### src/rtl/serial_arith_pkg.sv
// -----------------------------------------------------------------------------
// serial_arith_pkg
// Shared definitions for the bit-serial arithmetic blocks: the controller
// state type and the default operand width.
// -----------------------------------------------------------------------------
package serial_arith_pkg;

    localparam int DEFAULT_WIDTH = 8;

    // Explicit encodings keep the state register readable in waveforms and
    // stable across tool versions.
    typedef enum logic [1:0] {
        IDLE = 2'd0,
        RUN  = 2'd1,
        DONE = 2'd2
    } state_t;

endpackage : serial_arith_pkg

### src/rtl/full_subtractor.sv
// -----------------------------------------------------------------------------
// full_subtractor
// One-bit combinational subtractor computing a - b - bin.
// Ports:
//   a    : minuend bit
//   b    : subtrahend bit
//   bin  : borrow in from the less significant bit
//   diff : difference bit
//   bout : borrow out to the more significant bit
// -----------------------------------------------------------------------------
module full_subtractor (
    input  logic a,
    input  logic b,
    input  logic bin,
    output logic diff,
    output logic bout
);

    assign diff = a ^ b ^ bin;
    // Borrow when b exceeds a outright, or when they are equal and a borrow
    // is already pending.
    assign bout = (~a & b) | (~(a ^ b) & bin);

endmodule : full_subtractor

### src/rtl/serial_subtractor.sv
// -----------------------------------------------------------------------------
// serial_subtractor
// Bit-serial unsigned subtractor: accepts a/b with a valid/ready handshake,
// processes one bit per cycle LSB first, and presents (a - b) mod 2^WIDTH
// plus the final borrow with a second valid/ready handshake.
// Ports:
//   clk       : clock, rising edge
//   rst       : synchronous active-high reset
//   in_valid  : a/b valid
//   in_ready  : operands accepted this cycle (high in IDLE)
//   a, b      : minuend / subtrahend, unsigned, WIDTH bits
//   out_valid : diff/bout hold a completed result (high in DONE)
//   out_ready : consumer accepts the result
//   diff      : difference, WIDTH bits
//   bout      : final borrow, 1 iff a < b
// -----------------------------------------------------------------------------
module serial_subtractor
    import serial_arith_pkg::*;
#(
    parameter int WIDTH = DEFAULT_WIDTH
) (
    input  logic             clk,
    input  logic             rst,
    input  logic             in_valid,
    output logic             in_ready,
    input  logic [WIDTH-1:0] a,
    input  logic [WIDTH-1:0] b,
    output logic             out_valid,
    input  logic             out_ready,
    output logic [WIDTH-1:0] diff,
    output logic             bout
);

    localparam int               CNT_W = $clog2(WIDTH);
    localparam logic [CNT_W-1:0] LAST  = CNT_W'(WIDTH - 1);

    state_t             state;
    state_t             state_next;
    logic [WIDTH-1:0]   a_sr;
    logic [WIDTH-1:0]   b_sr;
    logic               br;
    logic [CNT_W-1:0]   cnt;
    logic               d_bit;
    logic               br_bit;

    assign in_ready  = (state == IDLE);
    assign out_valid = (state == DONE);

    full_subtractor u_fs (
        .a    (a_sr[0]),
        .b    (b_sr[0]),
        .bin  (br),
        .diff (d_bit),
        .bout (br_bit)
    );

    // NOTE: next-state defaults to the current state before the case so no
    // path leaves state_next unassigned, which would infer a latch.
    always_comb begin
        state_next = state;
        case (state)
            IDLE:    if (in_valid)            state_next = RUN;
            RUN:     if (cnt == LAST)         state_next = DONE;
            DONE:    if (out_ready)           state_next = IDLE;
            default:                          state_next = IDLE;
        endcase
    end

    // NOTE: all sequential state uses non-blocking assignments so every
    // register samples the pre-edge values regardless of statement order.
    always_ff @(posedge clk) begin
        if (rst) begin
            state <= IDLE;
            diff  <= '0;
            bout  <= 1'b0;
            br    <= 1'b0;
            cnt   <= '0;
        end else begin
            state <= state_next;
            case (state)
                IDLE: begin
                    if (in_valid) begin
                        br  <= 1'b0;
                        cnt <= '0;
                    end
                end
                RUN: begin
                    // Result fills from the top; after WIDTH shifts bit 0
                    // holds the first (LSB) difference bit.
                    diff <= {d_bit, diff[WIDTH-1:1]};
                    br   <= br_bit;
                    cnt  <= cnt + 1'b1;
                    if (cnt == LAST) begin
                        bout <= br_bit;
                    end
                end
                default: ;
            endcase
        end
    end

    // NOTE: the operand shift registers are left out of reset on purpose:
    // they are always reloaded before use, so reset would only add fan-out.
    always_ff @(posedge clk) begin
        if (state == IDLE && in_valid) begin
            a_sr <= a;
            b_sr <= b;
        end else if (state == RUN) begin
            a_sr <= a_sr >> 1;
            b_sr <= b_sr >> 1;
        end
    end

endmodule : serial_subtractor

### config.mk
export PLATFORM = sky130hd
export DESIGN_NAME = serial_subtractor
export DESIGN_NICKNAME = d
export VERILOG_FILES = /design/src/rtl/serial_arith_pkg.sv /design/src/rtl/full_subtractor.sv /design/src/rtl/serial_subtractor.sv
export SDC_FILE = /design/constraint.sdc
export NUM_CORES = 1
export LEC_CHECK = 0
export BUFFER_PORTS_ARGS = -buffer_cell sky130_fd_sc_hd__clkbuf_2
export CORE_MARGIN = 5
export CORE_UTILIZATION = 45
export DETAILED_ROUTE_END_ITERATION = 16
export HOLD_SLACK_MARGIN = 0.15
export PLACE_DENSITY_LB_ADDON = 0.05
export SYNTH_ARGS = -nofsm -noshare
export SYNTH_HDL_FRONTEND = slang
export SYNTH_SLANG_ARGS = --single-unit
### constraint.sdc
create_clock -name clk -period 3.3 [get_ports clk]
set_input_delay 0.165 -clock clk [delete_from_list [all_inputs] [get_ports clk]]
set_output_delay 0.165 -clock clk [all_outputs]
set_load 0.03 [all_outputs]
== Yosys cells after proc, flatten, opt, wreduce, memory -nomap -nowiden ==
Index checks and enable logic that the tools add are counted.

* Register bits after elaboration: 31
* Input bits: 20
* Output and inout port bits: 11
* Logic and storage cells: 40

* $add $sub $neg: 1
* Eq/ne operators: 6
* Muxes and demuxes: 12
* Bitwise operators: 7
* Reductions and logical operators: 7

{| class="wikitable"
|+ Operators with widths
! cell !! number
|-
| 2-to-1 mux 8 bit || 4
|-
| 2-to-1 mux 2 bit || 3
|-
| one-hot mux 2 bit (3 select lines) || 1
|-
| one-hot mux 3 bit (2 select lines) || 1
|-
| != test 2 bit, second input constant || 2
|-
| AND reduction 2 bit || 2
|-
| nonzero test 2 bit || 2
|-
| adder 3 x 1 -> 3 bit, second input constant || 1
|-
| == test 3 bit, second input constant || 1
|-
| 2-to-1 mux 3 bit || 1
|-
| AND reduction 3 bit || 1
|-
| bitwise AND 1 bit || 2
|-
| == test 2 x 1 -> 1 bit, second input constant || 1
|-
| == test 2 bit, second input constant || 1
|-
| logical NOT 2 bit || 1
|-
| != test 2 x 1 -> 1 bit, second input constant || 1
|-
| NOT 1 bit || 2
|-
| one-hot mux 1 bit (2 select lines) || 1
|-
| XOR 1 bit || 2
|-
| logical AND 1 bit || 1
|-
| 2-to-1 mux 1 bit || 1
|-
| bitwise OR 1 bit || 1
|}

== Depth between registers and ports, before layout ==
Gate-level depths: netlist (run 1).

* Depth in word-level cells: 5
* Gate-level depth with buffers: 5
* Gate-level depth less buffers: 4

== Hierarchy ==
From an unflattened synthesis (run 1), not the netlist that was laid out.

* Cell total of the unflattened synthesis: 104
* Area, all modules: 1,323.8 um^2

{| class="wikitable"
|+ By module, submodules not included
! module !! instances !! cells an instance !! area an instance (um^2) !! sequential area each (um^2)
|-
| serial_subtractor || 1 || 100 || 1,292.5 || 780.7
|-
| full_subtractor || 1 || 4 || 31.3 || 0.0
|}

== Worst setup path before layout (run 1) ==
OpenSTA, ideal clock, no wires.

* Kind: reg-to-reg
* From: register state[1]
* To: register a_sr[0] (data pin)
* Library setup time: 0.260 ns
* Arrival time: 1.394 ns
* Required time: 3.040 ns
* Setup slack: 1.645 ns
* Cell stages (with the launch flop): 6
* Buffers on the path: 2
* Period minus slack after synthesis: 1.655 ns
* Cell sequence: dfxtp_1 nor2_2 and2_4 buf_6 buf_12 mux2_4

* Cells in the longest elaborated chain, start to end: 3

{| class="wikitable"
|+ RTL lines
! element !! RTL line !! RTL
|-
| start, declared || serial_subtractor.sv:37 || <nowiki>state_t state;</nowiki>
|-
| start signal, assigned || serial_subtractor.sv:79 || <nowiki>state <= state_next;</nowiki>
|-
| logical NOT 2 bit || n/a ||
|-
| named net in_ready || serial_subtractor.sv:25 || <nowiki>output logic in_ready,</nowiki>
|-
| logical AND 1 bit || serial_subtractor.sv:105 || <nowiki>if (state == IDLE && in_valid) begin</nowiki>
|-
| 2-to-1 mux 8 bit || serial_subtractor.sv:105 ||
|-
| end signal, assigned || serial_subtractor.sv:109 || <nowiki>a_sr <= a_sr >> 1;</nowiki>
|-
| end, declared || serial_subtractor.sv:39 || <nowiki>logic [WIDTH-1:0] a_sr;</nowiki>
|}

The timed path passes the listed nets, and every way through them passes these cells.
A chain may end at the register's enable or synchronous reset.

== Final worst setup path (run 1) ==
* From: register state[0]
* To: register bout

* Cells in the longest elaborated chain, start to end: 2

{| class="wikitable"
|+ RTL lines
! element !! RTL line !! RTL
|-
| == test 2 x 1 -> 1 bit || serial_subtractor.sv:80 || <nowiki>case (state)</nowiki>
|-
| AND reduction 2 bit (no line) || n/a ||
|-
| end signal, assigned || serial_subtractor.sv:94 || <nowiki>bout <= br_bit;</nowiki>
|-
| end, declared || serial_subtractor.sv:31 || <nowiki>output logic bout</nowiki>
|}

Every way passes these cells.

==> impl_summary.log, run 1 <==
[metrics] Max FO, Critical Path: 14
[metrics] total number of placement rows: 19
[metrics] total wirelength of the detailed-routed design: 2390 um
[metrics] max-capacitance violation count: 0
[metrics] # H-tree levels: 2
[metrics] number of buffer cells added on primary ports: 30
[metrics] register share of total power: 0.560
[metrics] share of total power in the clock network: 0.309
[metrics] reg-to-reg slack, setup: 1.64 ns
[metrics] number of CTS-inserted buffers: 5
[metrics] complex-gate fraction of the synthesized area: 0.0758
[metrics] synthesized netlist net count: 125
[metrics] Max Slew Vio Count: 0
[metrics] worst slew margin relative to its limit: 0.417
[metrics] Mapped Area: 0.00132 mm^2
[metrics] Global Route Usage Sum: 0.134
[metrics] Post-CTS Setup Inserts: 0
[metrics] class of the tightest hold or removal check: input pin to flop
[metrics] TritonCTS clock tree: done
[metrics] Die Wd: 64.2 um
[metrics] clock root buffer master: sky130_fd_sc_hd__clkbuf_4
[metrics] largest area contributor in the synthesized netlist: sky130_fd_sc_hd__edfxtp_1
[metrics] Die Footprint: 0.00412 mm^2
[metrics] Pre-antenna DRT Iters: 4
[metrics] worst-case clock skew: 0.00469 ns
[metrics] main flop type after synthesis: sky130_fd_sc_hd__edfxtp_1
[metrics] setup repair after global routing missed its margin: false
[metrics] number of nets in the finished design: 173
[metrics] most common cell after layout, fill and taps aside: sky130_fd_sc_hd__clkbuf_2
[metrics] critical path arrival: 1.89 ns
[metrics] yosys synthesis warning count: 0
[metrics] Worst path top cell family by delay: simple AND/OR/NAND/NOR gates
[metrics] ranking of synthesized cells by area: sky130_fd_sc_hd__edfxtp_1 36%, sky130_fd_sc_hd__dfxtp_1 23%, sky130_fd_sc_hd__mux2_4 11%
[metrics] synthesized flop and latch total: 31
[metrics] final setup violation count: 0
[metrics] number of remaining DRC errors: 0
[metrics] fraction of layout instances using a drive strength above 1: 0.371
[metrics] maximum number of pins on one net before global-route repair: 17
[metrics] clock transition at the registers of the reported paths: 0.09 ns
[metrics] DR vias: 900
[metrics] TNS Setup: 0 ns
[metrics] cell area reported after detailed placement: 0.00147 mm^2
[metrics] internal power component: ~630 uW
[metrics] per-cell routed wire length: 13.1 um
[metrics] portion of synthesized cell area occupied by the leading cell type: 0.364
[metrics] maximum root-to-sink buffer count: 2
[metrics] proportion of synthesized area in mux cells: 0.155
[metrics] DRC marker count from the first detailed-route iteration: 23
[metrics] reported net switching power: 179 uW
[metrics] number of different library cells in the post-synthesis netlist: 26
[metrics] Critical Path RT: approximately 3.5 ns
[metrics] final standard cell area without fillers: about 0.0017 mm^2
[metrics] vertical extent of the die: 64.2 um
[metrics] number of endpoints with negative hold slack in the final report: 0
[metrics] sequential area share after synthesis: 0.591
[metrics] chain of cells forming the critical path: nor2b_1 > a21oi_1 > a311oi_1
[metrics] element type at the critical path start: flop
[metrics] source-to-sink clock delay at the later pin of the worst-skew pair: 0.32 ns
[metrics] maximum achievable frequency: between 600 and 700 MHz
[metrics] status: finished, final reports clean
[metrics] leading cell types in the layout, fill and taps excluded: 30 x sky130_fd_sc_hd__clkbuf_2, 16 x sky130_fd_sc_hd__nand2_1, 16 x sky130_fd_sc_hd__edfxtp_1, 16 x sky130_fd_sc_hd__dlygate4sd3_1, 15 x sky130_fd_sc_hd__dfxtp_1
[metrics] slew at the pin closest to its max-slew limit: 0.873 ns
[metrics] total buffers and inverters traversed by the critical path: 0
[metrics] post-synthesis share of cell area spent on and, or, nand and nor gates: 0.0994
[metrics] CP max stage cell: sky130_fd_sc_hd__nor2b_1
[metrics] Gate Count Post-Synth: 102
[metrics] switching share of power: 0.223
[metrics] Pwr Density: about 470 mW/mm^2
[metrics] fraction of synthesis flops using an asynchronous set or reset pin: 0
[metrics] count of pins on the block boundary: 31
[metrics] post-synthesis adder-cell area fraction: 0.0341
[metrics] Combinational Power Share: 0.131
[metrics] largest incremental delay on the critical path: 0.73 ns
[metrics] count of inserted antenna diode cells: 0
[metrics] Setup crit end kind: flop
[metrics] Starting Density: 0.475
[metrics] DP HPWL: 1540 um
[metrics] remaining number of nets flagged by the antenna check after routing: 0
[metrics] final worst path period need: 1.66 ns
[metrics] final period utilization: 0.502
[metrics] number of enable flip-flop cells after synthesis: 16
[metrics] Avg Synthesized Cell Area: 13.0 um^2
[metrics] maximum vdd ir drop: 0.349 mV
[metrics] weighted congestion at the end of routability-driven global placement: 0.739
[metrics] Leak: 0.724 nW
[metrics] Synth Area in XOR/XNOR: 0
[metrics] clock sink count: 31
[metrics] antenna violations before repair: 0
[metrics] Area Overhead vs Synth: 28.3%
[metrics] leftover overflow at the end of global routing: 0
[metrics] CP Class: flop to flop
[metrics] first-pass GRT wire length: 4160 um
[metrics] number of global-route vias before repair: 948
[metrics] Via-to-Cell Ratio: 4.95
[metrics] standard cell core area: 0.00278 mm^2
[metrics] main combinational cell family by area after synthesis: multiplexers
[through the flow]
step	setup WS (ns)	cells	hold WS (ns)	total power, mW	util
2_1_floorplan	1.65	102	0.234	0.529	-
3_3_place_gp	1.76	158	0.447	0.548	0.527
3_5_place_dp	1.66	158	0.453	0.551	0.527
4_1_cts	1.63	182	0.157	0.817	0.610
5_1_grt	1.44	182	0.159	0.847	0.610
6_report	1.64	182	0.179	0.804	0.610
[sequential cells by signal (all words and copies together), names as in the netlist]
signal / cells
a_sr: 8
b_sr: 8
diff: 8
cnt: 3
state: 2
bout: 1
br: 1
[synthesized netlist by cell type (all sizes together) (2+ instances only)]
cell and n:
buf 3, a22oi 3, nand2 16, a21oi 9, inv 4, mux2 14, nor2 6, ha 2
and3 2, clkbuf 2, edfxtp 16, dfxtp 15
[path summary, 6_finish.rpt]
kind,start,end,depth (start not counted)
min reg2reg,diff[0]$_SDFFE_PP0N_,diff[0]$_SDFFE_PP0N_,2
min,a[7],a_sr[7]$_SDFFCE_PN0P_,2
max,state[0]$_SDFFE_PP0P_,bout$_SDFFE_PP0P_,3
max reg2reg,state[0]$_SDFFE_PP0P_,bout$_SDFFE_PP0P_,3
[power by group through the flow]
stage | Sequential, mW | Clock (mW) | Combinational (mW)
floorplan | 0.460 | 0 | 0.0692
global placement | 0.459 | 0 | 0.0890
detailed placement | 0.459 | 0 | 0.0916
CTS | 0.451 | 0.259 | 0.107
global route | 0.454 | 0.277 | 0.117
finish | 0.450 | 0.248 | 0.106
[logic make-up after synthesis]
| kind of cell | Yosys count |
|---|---|
| mux | 15 |
| compound gates | 16 |
| buf+inv | 9 |
| simple gates | 28 |
| fa+ha+maj | 3 |
| flops | 31 |
[cell type report]
cell class / count / area, um^2
well taps: 31 / 38.8
repair buffers: 46 / 310
fillers: 232 / 1090
multi-input cells: 62 / 482
clock buffers: 8 / 68.8
flip-flops and latches: 31 / 781
inverters: 4 / 15.0
[layer usage]
layer | vias to the layer above | track usage | wire [um]
met1 | 417 | 0.150 | 1020
met2 | 24 | 0.215 | 1160
met4 | 0 | 0.0687 | 44
li1 | 455 | - | -
met3 | 4 | 0.0613 | 163
met5 | - | 0 | 0
[what timing repair did]
item                      4_1_cts  5_1_grt
resized for setup               0        0
hold buffers                   16        0
hold endpoints to repair       16        0
Power figures use the tool's default switching activity.
==> run 2, diff against run 1 <==
Clock period 3.3 ns to 1.4 ns, I/O delays scaled along.
==> run 2 against run 1 <==
Net effect:
- via count rose by 1.4%
- total power grew 130%
- global-route usage fell by 0.98 points
- highest routed layer unchanged
==> impl_summary.log, run 2 (synthesis results as in run 1) <==
[metrics] clock sink count: 31 (unchanged)
[metrics] clock transition at the registers of the reported paths: 0.09 ns (about the same)
[metrics] fraction of layout instances using a drive strength above 1: 0.384 (was 0.371)
[metrics] final period utilization: 0.932 (was 0.502)
[metrics] Leak: 0.759 nW (was 0.724 nW)
[metrics] TritonCTS clock tree: done (unchanged)
[metrics] Via-to-Cell Ratio: 4.81 (was 4.95)
[metrics] first-pass GRT wire length: 3860 um (was 4160 um)
[metrics] maximum number of pins on one net before global-route repair: 17 (unchanged)
[metrics] Starting Density: 0.475 (unchanged)
[metrics] worst hold slack across all endpoints: 0.465 ns (was 0.179 ns)
[metrics] count of pins on the block boundary: 31 (unchanged)
[metrics] number of nets in the finished design: 181 (was 173)
[metrics] maximum vdd ir drop: 0.859 mV (was 0.349 mV)
[metrics] number of global-route vias before repair: 889 (was 948)
[metrics] vertical extent of the die: 64.2 um (unchanged)
[metrics] most common cell after layout, fill and taps aside: sky130_fd_sc_hd__clkbuf_2 (unchanged)
[metrics] count of inserted antenna diode cells: 0 (unchanged)
[metrics] status: finished, final reports clean (unchanged)
[metrics] DRC marker count from the first detailed-route iteration: 19 (was 23)
[metrics] leftover overflow at the end of global routing: 0 (unchanged)
[metrics] chain of cells forming the critical path: nor2_4 > and2_4 > mux2_2 (was nor2b_1 > a21oi_1 > a311oi_1)
[metrics] # H-tree levels: 2 (unchanged)
[metrics] class of the tightest hold or removal check: flop to flop (was input pin to flop)
[metrics] element type at the critical path start: flop (unchanged)
[metrics] number of buffer cells added on primary ports: 30 (unchanged)
[metrics] total buffers and inverters traversed by the critical path: 0 (unchanged)
[metrics] setup repair after global routing missed its margin: false (unchanged)
[metrics] largest incremental delay on the critical path: 0.36 ns (was 0.73 ns)
[metrics] Area Overhead vs Synth: 33.7% (was 28.3%)
[metrics] slew at the pin closest to its max-slew limit: 0.301 ns (was 0.873 ns)
[metrics] DP HPWL: 1550 um (was 1540 um)
[metrics] clock root buffer master: sky130_fd_sc_hd__clkbuf_4 (unchanged)
[metrics] Die Wd: 64.2 um (unchanged)
[metrics] weighted congestion at the end of routability-driven global placement: 0.670 (was 0.739)
[metrics] source-to-sink clock delay at the later pin of the worst-skew pair: 0.33 ns (was 0.32 ns)
[metrics] maximum root-to-sink buffer count: 2 (unchanged)
[metrics] Filler Cell Count: 243 (was 232)
[metrics] Pre-antenna DRT Iters: 5 (was 4)
[metrics] antenna violations before repair: 0 (unchanged)
[metrics] total wirelength of the detailed-routed design: 2430 um (was 2390 um)
[metrics] maximum achievable frequency: 766 MHz (was 604 MHz)
[metrics] Max Slew Vio Count: 0 (unchanged)
[metrics] CP Class: flop to flop (unchanged)
[metrics] standard cell core area: 0.00278 mm^2 (unchanged)
[metrics] cell area reported after detailed placement: 0.00152 mm^2 (was 0.00147 mm^2)
[metrics] total number of placement rows: 19 (unchanged)
[metrics] final worst path period need: 1.31 ns (was 1.66 ns)
[metrics] per-cell routed wire length: 12.8 um (was 13.1 um)
[metrics] worst slew margin relative to its limit: 0.799 (was 0.417)
[metrics] max-capacitance violation count: 0 (unchanged)
[metrics] final setup margin: 0.0946 ns (was 1.64 ns)
[metrics] remaining number of nets flagged by the antenna check after routing: 0 (unchanged)
[metrics] Worst path top cell family by delay: flip-flops (was simple AND/OR/NAND/NOR gates)
[metrics] critical path arrival: 1.38 ns (was 1.89 ns)
[metrics] final setup violation count: 0 (unchanged)
[metrics] worst-case clock skew: 0.00874 ns (was 0.00469 ns)
[metrics] share of the core filled with cells: 0.635 (was 0.610)
[metrics] number of CTS-inserted buffers: 5 (unchanged)
[metrics] Global Route Usage Sum: 0.125 (was 0.134)
[metrics] CP max stage cell: sky130_fd_sc_hd__dfxtp_2 (was sky130_fd_sc_hd__nor2b_1)
[metrics] number of remaining DRC errors: 0 (unchanged)
[metrics] Max FO, Critical Path: 7 (was 14)
[metrics] post-placement cell count: 162 (was 158)
[metrics] Die Footprint: 0.00412 mm^2 (unchanged)
[metrics] Pwr Density: 1030 mW/mm^2 (was 475 mW/mm^2)
[metrics] final standard cell area without fillers: 0.00177 mm^2 (was 0.00170 mm^2)
[metrics] pre-CTS WS: 0.0345 ns (was 1.66 ns)
[metrics] leading cell types in the layout, fill and taps excluded: 30 x sky130_fd_sc_hd__clkbuf_2, 19 x sky130_fd_sc_hd__dlygate4sd3_1, 16 x sky130_fd_sc_hd__nand2_1, 16 x sky130_fd_sc_hd__edfxtp_1, 14 x sky130_fd_sc_hd__dfxtp_1 (was 30 x sky130_fd_sc_hd__clkbuf_2, 16 x sky130_fd_sc_hd__nand2_1, 16 x sky130_fd_sc_hd__edfxtp_1, 16 x sky130_fd_sc_hd__dlygate4sd3_1, 15 x sky130_fd_sc_hd__dfxtp_1)
[metrics] Critical Path RT: 1.48 ns (was 3.53 ns)
[metrics] DR vias: 913 (was 900)
[metrics] number of endpoints with negative hold slack in the final report: 0 (unchanged)
[metrics] number of non-filler instances in the completed layout: 190 (was 182)
[metrics] Setup crit end kind: flop (unchanged)
[metrics] largest registers: a_sr x8, b_sr x8, diff x8 (unchanged)
[run 2: changes by cell type in the layout (fill, tap and decap cells not counted), sizes merged]
cell	previous run	this run
buf	0	4
and2	1	2
dlygate4sd3	16	19
[run 2: timing repair]
item | 4_1_cts | 5_1_grt
setup endpoints to repair | 0 | 20
hold endpoints to repair | 31 | 0
hold buffers | 19 | 0
resized for setup | 0 | 2
setup buffers | 0 | 0
[run 2: worst min-delay path, stage by stage, from the launching register on]
cell and delay [ns]:
sky130_fd_sc_hd__dfxtp_1 0.32, sky130_fd_sc_hd__nand2_1 0.05, sky130_fd_sc_hd__a21oi_1 0.05
[run 2: worst paths after layout]
path                                            start                    to  slack, ns  cells past startpoint
worst min-delay path             diff[0]$_SDFFE_PP0N_  diff[0]$_SDFFE_PP0N_       0.46                      2
worst max-delay path            state[0]$_SDFFE_PP0P_     a_sr[2]$_DFFE_PP_       0.09                      3
worst min register to register   diff[0]$_SDFFE_PP0N_  diff[0]$_SDFFE_PP0N_       0.46                      2
worst max register to register  state[0]$_SDFFE_PP0P_     a_sr[2]$_DFFE_PP_       0.09                      3
[run 2: area by class of cell]
class,instances,area (um^2),share of cell area
clock buffers,8,48.8,0.0276
inverters,4,15.0,0.00850
multi-input cells,63,499,0.283
flip-flops and latches,31,782,0.443
well taps,31,38.8,0.0220
repair buffers,53,383,0.217
[run 2: through the flow]
stage / TNS, ns / power, mW
4_1_cts: 0 / 1.84
3_5_place_dp: 0 / 1.32
6_report: 0 / 1.82
2_1_floorplan: -1.39 / 1.25
5_1_grt: 0 / 1.90
3_3_place_gp: 0 / 1.31
[run 2: power by group]
group,internal (mW),switching [mW],total (mW)
logic,0.167,0.111,0.278
registers,1.04,0.0284,1.07
clock network,0.200,0.273,0.473
[run 2: routing by layer]
layer | global-route usage | part of all wire
met5 | 0 | 0
met4 | 0.0763 | 0.028
met3 | 0.0403 | 0.056
met1 | 0.135 | 0.45
met2 | 0.210 | 0.46
==> run 3, diff against run 2 <==
Settings changed: BUFFER_PORTS_ARGS -buffer_cell sky130_fd_sc_hd__clkbuf_2 to -buffer_cell sky130_fd_sc_hd__buf_2.
==> run 3 against run 2 <==
Net effect:
- critical path depth did not move
- register-to-register slack got worse by 0.02 ns
- largest cell class unchanged
- cell count did not move
- worst setup slack got worse by 0.019 ns
- non-clock buffer count did not move
- sequential share of layout area did not move
- cell area did not move
- sequential power barely moved
- global-route usage fell by 0.059 points
- utilization did not move
- hold slack got worse by 0.0011 ns
==> impl_summary.log, run 3 (synthesis results as in run 1) <==
[metrics] leftover overflow at the end of global routing: 0 (unchanged)
[metrics] worst-case clock skew: 0.0117 ns (was 0.00874 ns)
[metrics] Setup crit end kind: flop (unchanged)
[metrics] final period utilization: 0.946 (was 0.932)
[metrics] worst slew margin relative to its limit: 0.787 (was 0.799)
[metrics] first-pass GRT wire length: 3910 um (was 3860 um)
[metrics] status: finished, final reports clean (unchanged)
[metrics] share of total power in the clock network: 0.261 (was 0.260)
[metrics] count of inserted antenna diode cells: 0 (unchanged)
[metrics] class of the tightest hold or removal check: flop to flop (unchanged)
[metrics] slew at the pin closest to its max-slew limit: 0.319 ns (was 0.301 ns)
[metrics] leading cell types in the layout, fill and taps excluded: 30 x sky130_fd_sc_hd__buf_2, 19 x sky130_fd_sc_hd__dlygate4sd3_1, 16 x sky130_fd_sc_hd__nand2_1, 16 x sky130_fd_sc_hd__edfxtp_1, 14 x sky130_fd_sc_hd__dfxtp_1 (was 30 x sky130_fd_sc_hd__clkbuf_2, 19 x sky130_fd_sc_hd__dlygate4sd3_1, 16 x sky130_fd_sc_hd__nand2_1, 16 x sky130_fd_sc_hd__edfxtp_1, 14 x sky130_fd_sc_hd__dfxtp_1)
[metrics] CP Class: flop to flop (unchanged)
[metrics] number of nets in the finished design: 181 (unchanged)
[metrics] Area Overhead vs Synth: 33.7% (unchanged)
[metrics] fraction of layout instances using a drive strength above 1: 0.384 (unchanged)
[metrics] standard cell core area: 0.00278 mm^2 (unchanged)
[metrics] setup repair after global routing missed its margin: false (unchanged)
[metrics] critical path arrival: 1.40 ns (was 1.38 ns)
[metrics] number of non-filler instances in the completed layout: 190 (unchanged)
[metrics] Leak: 0.763 nW (was 0.759 nW)
[metrics] number of endpoints with negative hold slack in the final report: 0 (unchanged)
[metrics] count of pins on the block boundary: 31 (unchanged)
[metrics] Global Route Usage Sum: 0.124 (was 0.125)
[metrics] Pwr Density: 1030 mW/mm^2 (about the same)
[metrics] Die Wd: 64.2 um (unchanged)
[metrics] FF-to-FF End: a_sr[3]$_DFFE_PP_ (was a_sr[2]$_DFFE_PP_)
[metrics] reported net switching power: 409 uW (was 412 uW)
[metrics] maximum vdd ir drop: 0.856 mV (was 0.859 mV)
[metrics] sink of the worst hold path: diff[0]$_SDFFE_PP0N_ (unchanged)
[metrics] DR vias: 917 (was 913)
[metrics] DP HPWL: 1510 um (was 1550 um)
[metrics] hold_sp: diff[0]$_SDFFE_PP0N_ (unchanged)
[metrics] most common cell after layout, fill and taps aside: sky130_fd_sc_hd__buf_2 (was sky130_fd_sc_hd__clkbuf_2)
[metrics] vertical extent of the die: 64.2 um (unchanged)
[metrics] register share of total power: 0.587 (about the same)
[metrics] maximum root-to-sink buffer count: 2 (unchanged)
[metrics] largest registers: a_sr x8, b_sr x8, diff x8 (unchanged)
[metrics] final setup violation count: 0 (unchanged)
[metrics] Max FO, Critical Path: 7 (unchanged)
[metrics] element type at the critical path start: flop (unchanged)
[metrics] number of global-route vias before repair: 922 (was 889)
[metrics] number of buffer cells added on primary ports: 30 (unchanged)
[metrics] Reg2Reg Depth: 3 (unchanged)
[metrics] clock transition at the registers of the reported paths: 0.09 ns (about the same)
[metrics] switching share of power: 0.226 (was 0.227)
[metrics] per-cell routed wire length: 12.7 um (was 12.8 um)
[metrics] Combinational Power Share: 0.152 (was 0.153)
[metrics] number of remaining DRC errors: 0 (unchanged)
[metrics] number of CTS-inserted buffers: 5 (unchanged)
[metrics] Pre-antenna DRT Iters: 4 (was 5)
[metrics] total wirelength of the detailed-routed design: 2410 um (was 2430 um)
[metrics] source-to-sink clock delay at the later pin of the worst-skew pair: 0.32 ns (was 0.33 ns)
[metrics] clock root buffer master: sky130_fd_sc_hd__clkbuf_4 (unchanged)
[metrics] launching point of the worst reg2reg path: state[0]$_SDFFE_PP0P_ (unchanged)
[metrics] weighted congestion at the end of routability-driven global placement: 0.670 (unchanged)
[metrics] max-capacitance violation count: 0 (unchanged)
[metrics] # H-tree levels: 2 (unchanged)
[metrics] Via-to-Cell Ratio: 4.83 (was 4.81)
[metrics] Critical Path RT: 1.47 ns (was 1.48 ns)
[metrics] Starting Density: 0.475 (unchanged)
[metrics] Max Slew Vio Count: 0 (unchanged)
[metrics] final worst path period need: 1.32 ns (was 1.31 ns)
[metrics] total number of placement rows: 19 (unchanged)
[metrics] maximum number of pins on one net before global-route repair: 17 (unchanged)
[metrics] post-placement cell count: 162 (unchanged)
[metrics] maximum achievable frequency: 755 MHz (was 766 MHz)
[metrics] remaining number of nets flagged by the antenna check after routing: 0 (unchanged)
[metrics] worst hold slack across all endpoints: 0.464 ns (was 0.465 ns)
[metrics] Die Footprint: 0.00412 mm^2 (unchanged)
[metrics] TritonCTS clock tree: done (unchanged)
[metrics] reg-to-reg slack, setup: 0.08 ns (was 0.09 ns)
[metrics] number of instances on the worst hold path: 2 (unchanged)
[metrics] antenna violations before repair: 0 (unchanged)
[metrics] clock sink count: 31 (unchanged)
[metrics] internal power component: 1.40 mW (about the same)
[metrics] DRC marker count from the first detailed-route iteration: 32 (was 19)
[run 3: cell types whose count changed in the layout (fill, tap and decap cells not counted)]
cell / before / now
sky130_fd_sc_hd__buf_2: 0 / 30
sky130_fd_sc_hd__clkbuf_2: 30 / 0
[run 3: area by class of cell]
type | instances | area (um^2)
timing repair buffer | 53 | 383
inverter | 4 | 15.0
clock buffer | 8 | 48.8
tap | 31 | 38.8
fill | 244 | 1010
multi-input combinational | 63 | 499
sequential | 31 | 782
[run 3: routing by layer]
metal / GRT usage / wire length [um] / up-vias
met3: 0.0438 / 146 / 6
met2: 0.190 / 1100 / 23
met5: 0 / 0 / -
met4: 0.0763 / 46 / 0
met1: 0.149 / 1120 / 413
li1: - / - / 475
[run 3: repair_timing]
action                                  CTS  global route
buffers inserted                          0             0
endpoints found under the setup margin    0            20
endpoints found under the hold margin    31             0
resized for setup                         0             2
hold buffers                             19             0
[run 3: how the worst max path moves through the flow]
| stage | start | end | slack [ns] | cells past startpoint |
|---|---|---|---|---|
| 2_1_floorplan | state[0]$_SDFFE_PP0P_ | a_sr[0]$_DFFE_PP_ | -0.13 | 5 |
| 3_3_place_gp | state[0]$_SDFFE_PP0P_ | a_sr[1]$_DFFE_PP_ | 0.06 | 3 |
| 3_5_place_dp | state[0]$_SDFFE_PP0P_ | a_sr[3]$_DFFE_PP_ | 0.02 | 3 |
| 4_1_cts | state[0]$_SDFFE_PP0P_ | a_sr[3]$_DFFE_PP_ | 0.01 | 3 |
| 5_1_grt | state[0]$_SDFFE_PP0P_ | a_sr[2]$_DFFE_PP_ | 0.04 | 3 |
| 6_report | state[0]$_SDFFE_PP0P_ | a_sr[3]$_DFFE_PP_ | 0.08 | 3 |
[run 3: worst max-delay path, stage by stage (launching register included)]
cell and delay [ns]:
sky130_fd_sc_hd__dfxtp_2 0.36, sky130_fd_sc_hd__nor2_4 0.15, sky130_fd_sc_hd__and2_4 0.23, sky130_fd_sc_hd__mux2_2 0.34
[run 3: power by group through the flow]
stage / logic (mW) / registers, mW / clock network (mW)
5_1_grt: 0.303 / 1.07 / 0.533
4_1_cts: 0.273 / 1.06 / 0.498
3_5_place_dp: 0.233 / 1.08 / 0
6_report: 0.276 / 1.06 / 0.472
2_1_floorplan: 0.164 / 1.08 / 0
3_3_place_gp: 0.227 / 1.08 / 0
[run 3: stage by stage]
stage / setup slack (ns) / TNS [ns] / power [mW] / area [um^2] / util
4_1_cts: 0.0137 / 0 / 1.83 / 1750 / 0.631
2_1_floorplan: -0.129 / -1.39 / 1.25 / 1330 / -
3_3_place_gp: 0.0573 / 0 / 1.31 / 1520 / 0.545
5_1_grt: 0.0432 / 0 / 1.91 / 1770 / 0.635
3_5_place_dp: 0.0216 / 0 / 1.32 / 1520 / 0.545
6_report: 0.0752 / 0 / 1.81 / 1770 / 0.635
